$ cat config.mk
export PLATFORM = sky130hd
export DESIGN_NAME = peripheral_muldiv
export DESIGN_NICKNAME = d
export VERILOG_FILES = /design/src/rtl/peripheral_muldiv.sv
export SDC_FILE = /design/constraint.sdc
export NUM_CORES = 1
export LEC_CHECK = 0
export ABC_AREA = 1
export CELL_PAD_IN_SITES_DETAIL_PLACEMENT = 2
export CELL_PAD_IN_SITES_GLOBAL_PLACEMENT = 2
export CORE_UTILIZATION = 36
export DETAILED_ROUTE_END_ITERATION = 6
export GPL_ROUTABILITY_DRIVEN = 0
export PLACE_DENSITY = 0.91
export SYNTH_ARGS = -nofsm -noshare
export SYNTH_HDL_FRONTEND = slang
export SYNTH_SLANG_ARGS = --single-unit
$ cat constraint.sdc
create_clock -name clk -period 3.6 [get_ports clk]
set_input_delay 0.72 -clock clk [delete_from_list [all_inputs] [get_ports clk]]
set_output_delay 0.72 -clock clk [all_outputs]
set_load 0.02 [all_outputs]
$ cat src/rtl/peripheral_muldiv.sv
// Memory-mapped iterative multiply/divide peripheral: radix-2 shift-add multiply
// and restoring divide, one bit per clock, signed and unsigned.
module peripheral_muldiv #(
  parameter int WIDTH = 16
) (
  input  logic                 clk,
  input  logic                 rst,
  input  logic [WIDTH-1:0]     d_in,
  input  logic                 cs,
  input  logic [4:0]           addr,
  input  logic                 rd,
  input  logic                 wr,
  output logic [2*WIDTH-1:0]   d_out
);

  localparam int CW = $clog2(WIDTH + 1);

  typedef enum logic [1:0] {IDLE, RUN, FIX} state_t;

  state_t              state, state_nxt;
  logic [WIDTH-1:0]    a_reg, b_reg;
  logic [2*WIDTH-1:0]  result;
  logic [1:0]          mode;
  logic                done, dz;
  logic [WIDTH-1:0]    acc_hi, acc_lo, opnd;
  logic [CW-1:0]       cnt;
  logic                sign_a, sign_b;

  logic                busy, start_go, run_en, fix_en, a_wr, b_wr, ctrl_wr;
  logic                a_neg, b_neg;
  logic [WIDTH-1:0]    mag_a, mag_b;
  logic [WIDTH:0]      mul_sum, div_shift;
  logic [WIDTH-1:0]    div_diff, quo_fix, rem_fix;
  logic                div_ge, neg_res;
  logic [2*WIDTH-1:0]  prod, prod_fix, rdata;

  always_ff @(posedge clk) begin
    if (rst) state <= IDLE;
    else     state <= state_nxt;
  end

  always_comb begin
    state_nxt = state;
    case (state)
      IDLE:    if (start_go) state_nxt = RUN;
      RUN:     if (cnt == CW'(1)) state_nxt = FIX;
      FIX:     state_nxt = IDLE;
      default: state_nxt = IDLE;
    endcase
  end

  always_comb begin
    a_wr     = cs & wr & (addr == 5'h04);
    b_wr     = cs & wr & (addr == 5'h08);
    ctrl_wr  = cs & wr & (addr == 5'h0C);
    busy     = (state != IDLE);
    start_go = (state == IDLE) & ctrl_wr & d_in[0];
    run_en   = (state == RUN);
    fix_en   = (state == FIX);
  end

  // Magnitudes are taken at start time using the incoming mode's signed bit.
  always_comb begin
    a_neg     = d_in[1] & a_reg[WIDTH-1];
    b_neg     = d_in[1] & b_reg[WIDTH-1];
    mag_a     = a_neg ? -a_reg : a_reg;
    mag_b     = b_neg ? -b_reg : b_reg;

    mul_sum   = {1'b0, acc_hi} + (acc_lo[0] ? {1'b0, opnd} : '0);

    div_shift = {acc_hi, acc_lo[WIDTH-1]};
    div_ge    = (div_shift >= {1'b0, opnd});
    div_diff  = div_shift[WIDTH-1:0] - opnd;

    neg_res   = mode[0] & (sign_a ^ sign_b);
    prod      = {acc_hi, acc_lo};
    prod_fix  = neg_res ? -prod : prod;
    quo_fix   = neg_res ? -acc_lo : acc_lo;
    rem_fix   = (mode[0] & sign_a) ? -acc_hi : acc_hi;
  end

  always_comb begin
    rdata = '0;
    case (addr)
      5'h04:   rdata = {{WIDTH{1'b0}}, a_reg};
      5'h08:   rdata = {{WIDTH{1'b0}}, b_reg};
      5'h10:   rdata = result;
      5'h14:   rdata = {{(2*WIDTH-3){1'b0}}, dz, busy, done};
      default: rdata = '0;
    endcase
  end

  always_ff @(posedge clk) begin
    if (rst) begin
      a_reg  <= '0;
      b_reg  <= '0;
      result <= '0;
      mode   <= '0;
      done   <= 1'b0;
      dz     <= 1'b0;
      acc_hi <= '0;
      acc_lo <= '0;
      opnd   <= '0;
      cnt    <= '0;
      sign_a <= 1'b0;
      sign_b <= 1'b0;
      d_out  <= '0;
    end else begin
      if (cs & rd) d_out <= rdata;
      if (a_wr) a_reg <= d_in;
      if (b_wr) b_reg <= d_in;

      if (start_go) begin
        mode   <= d_in[2:1];
        done   <= 1'b0;
        dz     <= d_in[2] & (b_reg == '0);
        cnt    <= CW'(WIDTH);
        sign_a <= a_reg[WIDTH-1];
        sign_b <= b_reg[WIDTH-1];
        acc_hi <= '0;
        if (d_in[2]) begin
          acc_lo <= mag_a;
          opnd   <= mag_b;
        end else begin
          acc_lo <= mag_b;
          opnd   <= mag_a;
        end
      end

      if (run_en) begin
        cnt <= cnt - CW'(1);
        if (mode[1]) begin
          // Zero divisor always "fits": quotient all ones, remainder ends as dividend.
          acc_hi <= div_ge ? div_diff : div_shift[WIDTH-1:0];
          acc_lo <= {acc_lo[WIDTH-2:0], div_ge};
        end else begin
          acc_hi <= mul_sum[WIDTH:1];
          acc_lo <= {mul_sum[0], acc_lo[WIDTH-1:1]};
        end
      end

      if (fix_en) begin
        result <= mode[1] ? {rem_fix, quo_fix} : prod_fix;
        done   <= 1'b1;
      end
    end
  end

endmodule

# --- After elaboration in Yosys (flattened, before gate mapping) ---
# Cells that the tools add are included.
op_classes:
  add_sub_neg: 8
  order_cmp: 1
  n_eq_ne: 10
  mux: 24
  bitwise_logic: 13
  n_reduce_logical: 6
ops:
  columns: ["op", "count"]
  rows:
  - ["2-to-1 mux 16 bit", 14]
  - ["one-hot mux 32 bit (4 select lines)", 1]
  - ["2-to-1 mux 32 bit", 2]
  - ["negation 16 bit", 4]
  - ["negation 32 bit", 1]
  - ["adder 16 x 16 -> 17 bit", 1]
  - ["greater-or-equal comparator 17 x 16 -> 1 bit", 1]
  - ["logical NOT 16 bit", 1]
  - ["subtractor 16 bit", 1]
  - ["AND 1 bit", 12]
  - ["== test 5 x 4 -> 1 bit (second input constant)", 2]
  - ["== test 5 bit (second input constant)", 2]
  - ["2-to-1 mux 5 bit", 2]
  - ["nonzero test 2 bit", 3]
  - ["== test 5 x 1 -> 1 bit (second input constant)", 1]
  - ["== test 5 x 3 -> 1 bit (second input constant)", 1]
  - ["subtractor 5 x 1 -> 5 bit (second input constant)", 1]
  - ["2-to-1 mux 2 bit", 2]
  - ["one-hot mux 2 bit (2 select lines)", 1]
  - ["== test 2 x 1 -> 1 bit (second input constant)", 1]
  - ["== test 2 bit (second input constant)", 1]
  - ["logical NOT 2 bit", 1]
  - ["2-to-1 mux 1 bit", 2]
  - ["!= test 2 x 1 -> 1 bit (second input constant)", 1]
  - ["other kinds (3)", 3]
word_totals:
  reg_bits: 157
  in_bits: 26
  wordCells: 76

# --- Depth between registers and ports, before layout ---
# Gate-level depths: netlist of the first run.
depth:
  depth_word: 6
  depth_mapped: 18
  mapped_depth_nobuf: 17

# --- Worst setup path after synthesis of the first run ---
# OpenSTA, ideal clock, no wires.
synth_timing:
  kind: "reg-to-reg"
  startpoint: "register acc_lo[0]"
  endpoint: "register acc_hi[13]"
  setup_time_ns: 0.132
  t_arrival_ns: 2.271
  required_time_ns: 3.468
  path_slack_ns: 1.196
  path_stages_with_launch: 18
  synth_period_minus_slack_ns: 2.404
  path_cell_list: "dfxtp_1 clkbuf_1 buf_1 nand2_1 inv_1 ha_1 inv_1 fa_1 inv_1 nand2_1 nand3_1 nand3_1 nand3_1 nand3_1 nand2_1 inv_1 nand2_1 a21oi_1"
synth_between:
  elab_chain_len: 4
synth_rtl:
  columns: ["item", "line_no", "rtl"]
  rows:
  - ["start, declared", "25", "logic [WIDTH-1:0] acc_hi, acc_lo, opnd;"]
  - ["start signal, assigned", "122", "acc_lo <= mag_a;"]
  - ["start signal, assigned", "125", "acc_lo <= mag_b;"]
  - ["start signal, assigned", "135", "acc_lo <= {acc_lo[WIDTH-2:0], div_ge};"]
  - ["2-to-1 mux 16 bit", "69", "mul_sum = {1'b0, acc_hi} + (acc_lo[0] ? {1'b0, opnd} : '0);"]
  - ["adder 16 x 16 -> 17 bit", "69", null]
  - ["2-to-1 mux 16 bit", "132", "if (mode[1]) begin"]
  - ["2-to-1 mux 16 bit", "130", "if (run_en) begin"]
  - ["end signal, assigned", "134", "acc_hi <= div_ge ? div_diff : div_shift[WIDTH-1:0];"]
  - ["end signal, assigned", "137", "acc_hi <= mul_sum[WIDTH:1];"]
  - ["end, declared", "25", null]
# Every way passes these cells.
# A chain may end at the register's enable or synchronous reset.

# --- Worst setup path in the final report of the first run ---
layout_timing:
  startpoint: "register acc_lo[0]"
  endpoint: "register acc_hi[15]"
# The elaborated chain is that of the path after synthesis.

==> results of run 1 <==
## synthesized netlist by cell type, types with 2 or more instances
| library cell | instances |
|---|---|
| nand2_1 | 450 |
| inv_1 | 218 |
| a21oi_1 | 184 |
| o21ai_0 | 160 |
| dfxtp_1 | 157 |
| nor2_1 | 148 |
| nand3_1 | 138 |
| clkbuf_1 | 52 |
| ha_1 | 38 |
| xor2_1 | 32 |
| nand4_1 | 25 |
| o221ai_1 | 17 |
| o211ai_1 | 15 |
| nor3_1 | 13 |
| buf_2 | 11 |
| buf_1 | 7 |
| nand2_2 | 7 |
| clkinv_1 | 6 |
| nand3b_1 | 5 |
| nor2_2 | 5 |
| o22ai_1 | 5 |
| a31oi_1 | 4 |
| inv_2 | 4 |
| nor2_4 | 4 |
| o31ai_1 | 4 |
| a21boi_0 | 3 |
| and2_1 | 3 |
| a211oi_1 | 2 |
| buf_4 | 2 |
| fa_1 | 2 |
| nand3_2 | 2 |
| nor4_1 | 2 |
| o2111ai_1 | 2 |
| o21a_1 | 2 |
| o21ai_1 | 2 |
| o21bai_1 | 2 |
| or2_2 | 2 |
## metal layers
layer | GRT usage | part of all wire | vias to the layer above | routed length [microns]
li1 | - | - | 5773 | -
met1 | 0.422 | 0.38 | 6599 | 22100
met2 | 0.660 | 0.49 | 545 | 28400
met3 | 0.0690 | 0.053 | 219 | 3080
met4 | 0.280 | 0.077 | 0 | 4480
met5 | 0 | 0 | - | 0
## through the flow
stage / instance area [sq um] / std cells / setup WS [ps] / total power [uW] / util
after detailed placement: 11700 / 2136 / 503 / 2040 / 0.403
after global routing: 12300 / 2168 / 418 / 4070 / 0.423
after floorplan: 10800 / 1747 / 1200 / 1930 / -
after CTS: 12300 / 2168 / 587 / 3990 / 0.423
after global placement: 11700 / 2136 / 777 / 2030 / 0.403
final: 12300 / 2168 / 557 / 3990 / 0.423
## cell usage in the layout (no fill, tap or decap), types with 3 or more instances in the layout
master           synthesis  routed
a31oi_1                  4       4
buf_4                    2      19
nand3_1                138     138
inv_1                  218     218
a21boi_0                 3       3
o31ai_1                  4       4
nor2_4                   4       4
nand4_1                 25      25
clkinv_8                 0       4
nand2_2                  7       7
dfxtp_1                157     157
o22ai_1                  5       5
nor3_1                  13      13
and2_1                   3       3
nand3b_1                 5       5
xor2_1                  32      32
inv_8                    0       4
clkinv_1                 6       5
a21oi_1                184     184
o211ai_1                15      15
clkdlybuf4s50_1          0      56
inv_2                    4       5
nor2_1                 148     146
clkbuf_16                0      17
o221ai_1                17      17
nand2_1                450     450
ha_1                    38      38
o21ai_0                160     160
nor2_2                   5       7
## area by class of cell
| type | count | share of cell area |
|---|---|---|
| clock inverters | 15 | 0.0141 |
| multi-input cells | 1289 | 0.526 |
| repair buffers | 78 | 0.0609 |
| well taps | 384 | 0.0391 |
| flip-flops and latches | 157 | 0.256 |
| clock buffers | 17 | 0.0346 |
| inverters | 228 | 0.0697 |
## logic make-up after synthesis
kind of cell    count (synthesis)  synth area share
buf+inv                       301             0.108
compound gates                407             0.205
fa+ha+maj                      40            0.0479
xor+xnor                       33            0.0269
flops                         157             0.292
simple gates                  809             0.320
## power groups by stage
stage	Clock (uW)	Combinational [uW]	Sequential [uW]
floorplan	0	117	1810
global placement	0	228	1800
detailed placement	0	242	1800
CTS	1980	250	1760
global route	2030	270	1760
finish	1970	255	1760
## critical path: cells and delay by family, from the launching register on
family,cells,cell delay (ps)
buffers and inverters,3,290
AO/OA/AOI/OAI,2,420
flip-flops,1,830
adder cells (fa/ha/maj),2,730
AND/OR/NAND/NOR,7,690
## worst max path at each step
| stage | start | endpoint | cells after the start |
|---|---|---|---|
| after floorplan | acc_lo[0]$_SDFFE_PP0P_ | acc_hi[13]$_SDFFE_PP0P_ | 17 |
| after global placement | addr[3] | opnd[15]$_SDFFE_PP0P_ | 11 |
| after detailed placement | addr[3] | acc_lo[13]$_SDFFE_PP0P_ | 9 |
| after CTS | acc_lo[0]$_SDFFE_PP0P_ | acc_hi[15]$_SDFFE_PP0P_ | 14 |
| after global routing | acc_lo[0]$_SDFFE_PP0P_ | acc_hi[15]$_SDFFE_PP0P_ | 14 |
| final | acc_lo[0]$_SDFFE_PP0P_ | acc_hi[15]$_SDFFE_PP0P_ | 14 |
==> out/results.tsv, run 1 <==
stage	metric	value	unit
floorplanning	ioPinCount	58	
power_and_ir_drop	pwr-share-seq	0.442	
cells_and_area	area_growth_syn_to_layout	14.2	%
setup_path	cp-start-kind	flop	
synthesis	synth.net_count	1813	
setup_path	ff2ff_setup_slack	560	ps
setup_path	critPathCaptureType	flop	
synthesis	ys_seq_elements	157	
cells_and_area	multi_input_area	0.00646	sq mm
status	outcome	finished, final reports clean	
cells_and_area	fin_nets	1837	
setup_path	critPathSlowestCell	dfxtp_1	
setup_path	path_cells	nand2_1, inv_1, ha_1, inv_1, fa_1, o21bai_1, nand4_1, nand3_1, nand2_1, nand2_1, nand2_1, inv_1, nand2_1, a21oi_1	
synthesis	netlist.area_leader.share	0.292	
sta	hold_violations	0	
synthesis	yosysWarningCount	0	
route	avgRoutedWirePerCell	26.8	microns
cells_and_area	antennaDiodeCount	0	
global_route	antenna_found_initial	0	
clock_tree	cts_setup_buffers	0	
clock_tree	cts_hold_buf	0	
power_and_ir_drop	intPower	2770	uW
sta	setup_viol_count_final	0	
clock_tree	cts.sinks	157	
synthesis	syn_inst	1747	
sta	hold_ws	466	ps
cells_and_area	n_fill_cell	3525	
setup_path	worstPathMaxFanout	20	
synthesis	synth_area_leader_cell	dfxtp_1	
clock_tree	htree_num_levels	4	
synthesis	ys.flop_type	dfxtp_1	
floorplanning	rows	62	
synthesis	yosysSeqAreaShare	0.292	
synthesis	avgSynthCellArea	6.16	sq um
global_route	grt_pass1_wl	89100	microns
clock_tree	clockBufferDepth	2	
cells_and_area	regArea	0.00314	sq mm
synthesis	syn_area	0.0108	sq mm
sta	clock-skew-final	19.5	ps
clock_tree	clk_pin_slew	80	ps
min_path	min_path_cells	2	
sta	setup_tns	0	ps
setup_path	crit_arrival	3420	ps
power_and_ir_drop	p_switching	1220	uW
setup_path	max_stage_delay	830	ps
setup_path	r2r_cells	14	
power_and_ir_drop	pwr-share-clk	0.494	
route	drc	0	
placed_design	place_hpwl	38700	microns
setup_path	cp.required	3980	ps
sta	fmax	0.329	GHz
setup_path	reg2reg_from	acc_lo[0]$_SDFFE_PP0P_	
sta	fin_crit	3040	ps
clock_tree	cts_tree	built	
synthesis	synth_area_leaders	dfxtp_1 (29%), nand2_1 (16%), a21oi_1 (8.6%)	
global_route	overflow	0	
power_and_ir_drop	irDropWorstVdd	0.284	mV
sta	rsz0062_at_grt	no	
global_route	grt_pass1_vias	14555	
setup_path	timing.rr.end	acc_hi[15]$_SDFFE_PP0P_	
power_and_ir_drop	p_sw_frac	0.305	
route	detail_route.iter0.violations	837	
route	first_pass_iters	5	
power_and_ir_drop	leakage	0.00552	uW
global_route	grt_max_degree	100	
synthesis	synthArstFlopShare	0	
min_path	holdPathEnd	d_out[30]$_SDFFE_PP0P_	
route	drtAntennaViolNets	0	
clock_tree	cts-root-buf	clkbuf_16	
cells_and_area	drive_above_1_share	0.0482	
floorplanning	core_area	0.0290	sq mm
floorplanning	initial_core_util	0.371	
clock_tree	ctsResizeCount	0	
power_and_ir_drop	pwr-share-comb	0.064	
min_path	hold_path.class	reg2reg	
sta	relSlewSlack	0.336	
power_and_ir_drop	powerDensity	325	mW/mm^2
synthesis	synth_cell_type_count	49	
clock_tree	clkLatencyLatePin	470	ps
clock_tree	numCtsBuffers	17	
sta	tightest_slew	994	ps
route	avgViaCountPerCell	6.06	
setup_path	critPathKind	reg2reg	
floorplanning	die_y	175	microns
run	cap_violations	0	
global_route	grt_use_total	0.383	
sta	fin_crit_sh	0.845	
floorplanning	dieArea	0.0306	sq mm
floorplanning	die_w	175	microns
cells_and_area	reg.largest.list	d_out x32, result x32	
route	finalWirelength	58000	microns
synthesis	synth_edf_count	0	
sta	maxSlewViolCount	0	
setup_path	crit_top_cell	nand2_1	
min_path	hold_start	result[30]$_SDFFE_PP0P_	
placed_design	port_buffers	57	
route	num_vias	13136	
No activity file was read; power rests on OpenSTA's default activity.
==> run 2: changes to the inputs <==
CORE_UTILIZATION = 33   (was 36)
PLACE_DENSITY = 0.85   (was 0.91)
clock period = 3.05 ns   (was 3.6 ns; I/O delays follow)
==> run 2 against run 1 <==
Effect of this change:
- highest routed layer unchanged
- largest power group unchanged
- first-iteration DRC count shrank 22%
- total power grew 17%
- routed wire length is 11% lower
- cell area increased by 1.7%
- clock power up 16%
==> out/results.tsv, run 2 (synthesis results as in run 1) <==
stage	metric	value	unit
status	outcome	finished, final reports clean	
clock_tree	clk_pin_slew	70	ps
cells_and_area	fin_cells	2237	
cells_and_area	reg.largest.list	d_out x32, result x32	
route	drtAntennaViolNets	0	
power_and_ir_drop	intPower	3410	uW
sta	finalWorstSetupSlack	197	ps
clock_tree	cts.sinks	157	
power_and_ir_drop	pwr-share-clk	0.491	
sta	setup_viol_count_final	0	
clock_tree	clockBufferDepth	2	
power_and_ir_drop	leakage	0.00562	uW
setup_path	ff2ff_setup_slack	200	ps
route	detail_route.iter0.violations	652	
setup_path	critPathKind	reg2reg	
cells_and_area	final_cell_mix	nand2_1 (450), inv_1 (218), a21oi_1 (184), o21ai_0 (160), dfxtp_1 (157)	
route	drc	0	
cells_and_area	multi_input_area	0.00646	sq mm
setup_path	critPathCaptureType	flop	
cells_and_area	n_fill_cell	3893	
setup_path	crit_arrival	3230	ps
clock_tree	cts_hold_buf	0	
cells_and_area	fin_nets	1855	
clock_tree	cts-root-buf	clkbuf_16	
cells_and_area	regArea	0.00314	sq mm
power_and_ir_drop	p_sw_frac	0.269	
floorplanning	die_w	183	microns
floorplanning	core_area	0.0318	sq mm
sta	fin_crit_sh	0.936	
sta	setup_tns	0	ps
sta	relSlewSlack	0.475	
setup_path	cp-start-kind	flop	
route	finalWirelength	51600	microns
global_route	grt_pass1_wl	80600	microns
cells_and_area	final_common_cell	nand2_1	
power_and_ir_drop	pwr-share-seq	0.446	
cells_and_area	drive_above_1_share	0.0577	
power_and_ir_drop	powerDensity	373	mW/mm^2
clock_tree	clkLatencyLatePin	470	ps
run	cap_violations	0	
global_route	grt_max_degree	69	
global_route	grt_use_total	0.316	
global_route	grt_pass1_vias	13683	
floorplanning	rows	65	
sta	tightest_slew	787	ps
placed_design	port_buffers	57	
placed_design	placedCellCount	2205	
power_and_ir_drop	irDropWorstVdd	0.403	mV
placed_design	place_hpwl	37500	microns
floorplanning	die_y	183	microns
floorplanning	ioPinCount	58	
global_route	overflow	0	
cells_and_area	antennaDiodeCount	0	
cells_and_area	area_growth_syn_to_layout	16.2	%
sta	rsz0062_at_grt	no	
sta	fin_crit	2850	ps
power_and_ir_drop	p_switching	1250	uW
setup_path	worstPathMaxFanout	16	
sta	clock-skew-final	18.3	ps
global_route	antenna_found_initial	0	
setup_path	cp.required	3430	ps
route	avgRoutedWirePerCell	23.1	microns
clock_tree	ctsResizeCount	0	
sta	fmax	0.350	GHz
route	avgViaCountPerCell	5.63	
floorplanning	initial_core_util	0.338	
clock_tree	cts_tree	built	
clock_tree	numCtsBuffers	17	
sta	hold_violations	0	
clock_tree	cts_setup_buffers	0	
clock_tree	htree_num_levels	4	
floorplanning	dieArea	0.0333	sq mm
placed_design	dp_slack	163	ps
sta	hold_ws	469	ps
route	first_pass_iters	5	
sta	maxSlewViolCount	0	
power_and_ir_drop	pwr-share-comb	0.063	
min_path	hold_path.class	reg2reg	
route	num_vias	12587	
## run 2: changes by cell type in the layout (fill, tap and decap cells not counted), moves of 2 or more
cell	before	now
buf_4	19	36
clkinv_8	4	0
inv_8	4	1
bufinv_16	0	2
inv_6	2	4
## run 2: through the flow
stage                     total power [uW]   util  area [sq um]
after floorplan                       2280      -         10800
after detailed placement              2410  0.374         11900
after CTS                             4670  0.393         12500
final                                 4660  0.393         12500
after global placement                2390  0.374         11900
after global routing                  4780  0.393         12500
## run 2: per-layer routing
layer	vias up	track usage	wire length [microns]
met5	-	0	0
met4	0	0.169	2670
met3	122	0.0447	2170
met2	374	0.552	25400
met1	6289	0.372	21400
li1	5802	-	-
## run 2: final cells by class
class                   count  share of cell area
clock buffers              18              0.0352
clock inverters            14              0.0125
inverters                 228              0.0685
multi-input cells        1289               0.517
flip-flops and latches    157               0.252
well taps                 435              0.0436
repair buffers             96              0.0717
## run 2: final timing paths
| check | depth (start not counted) | from | endpoint |
|---|---|---|---|
| min reg2reg | 2 | result[27]$_SDFFE_PP0P_ | d_out[27]$_SDFFE_PP0P_ |
| max reg2reg | 15 | acc_lo[0]$_SDFFE_PP0P_ | acc_hi[15]$_SDFFE_PP0P_ |
| min | 2 | result[27]$_SDFFE_PP0P_ | d_out[27]$_SDFFE_PP0P_ |
| max | 15 | acc_lo[0]$_SDFFE_PP0P_ | acc_hi[15]$_SDFFE_PP0P_ |
## run 2: critical path: stages (launching register included)
cell      delay [ps]
dfxtp_1          470
buf_4            270
nand2_1           80
inv_1             70
ha_1             260
inv_1             90
fa_1             440
o21bai_1         310
nand4_1          190
nand3_1          150
nand2_1           70
nand2_1           50
nand2_1           40
inv_1             60
nand2_1           60
a21oi_1          140
## run 2: power by group through the flow
stage | Clock, uW | Sequential, uW | Combinational (uW)
floorplan | 0 | 2140 | 138
global placement | 0 | 2120 | 270
detailed placement | 0 | 2130 | 281
CTS | 2300 | 2080 | 290
global route | 2380 | 2080 | 314
finish | 2290 | 2080 | 293
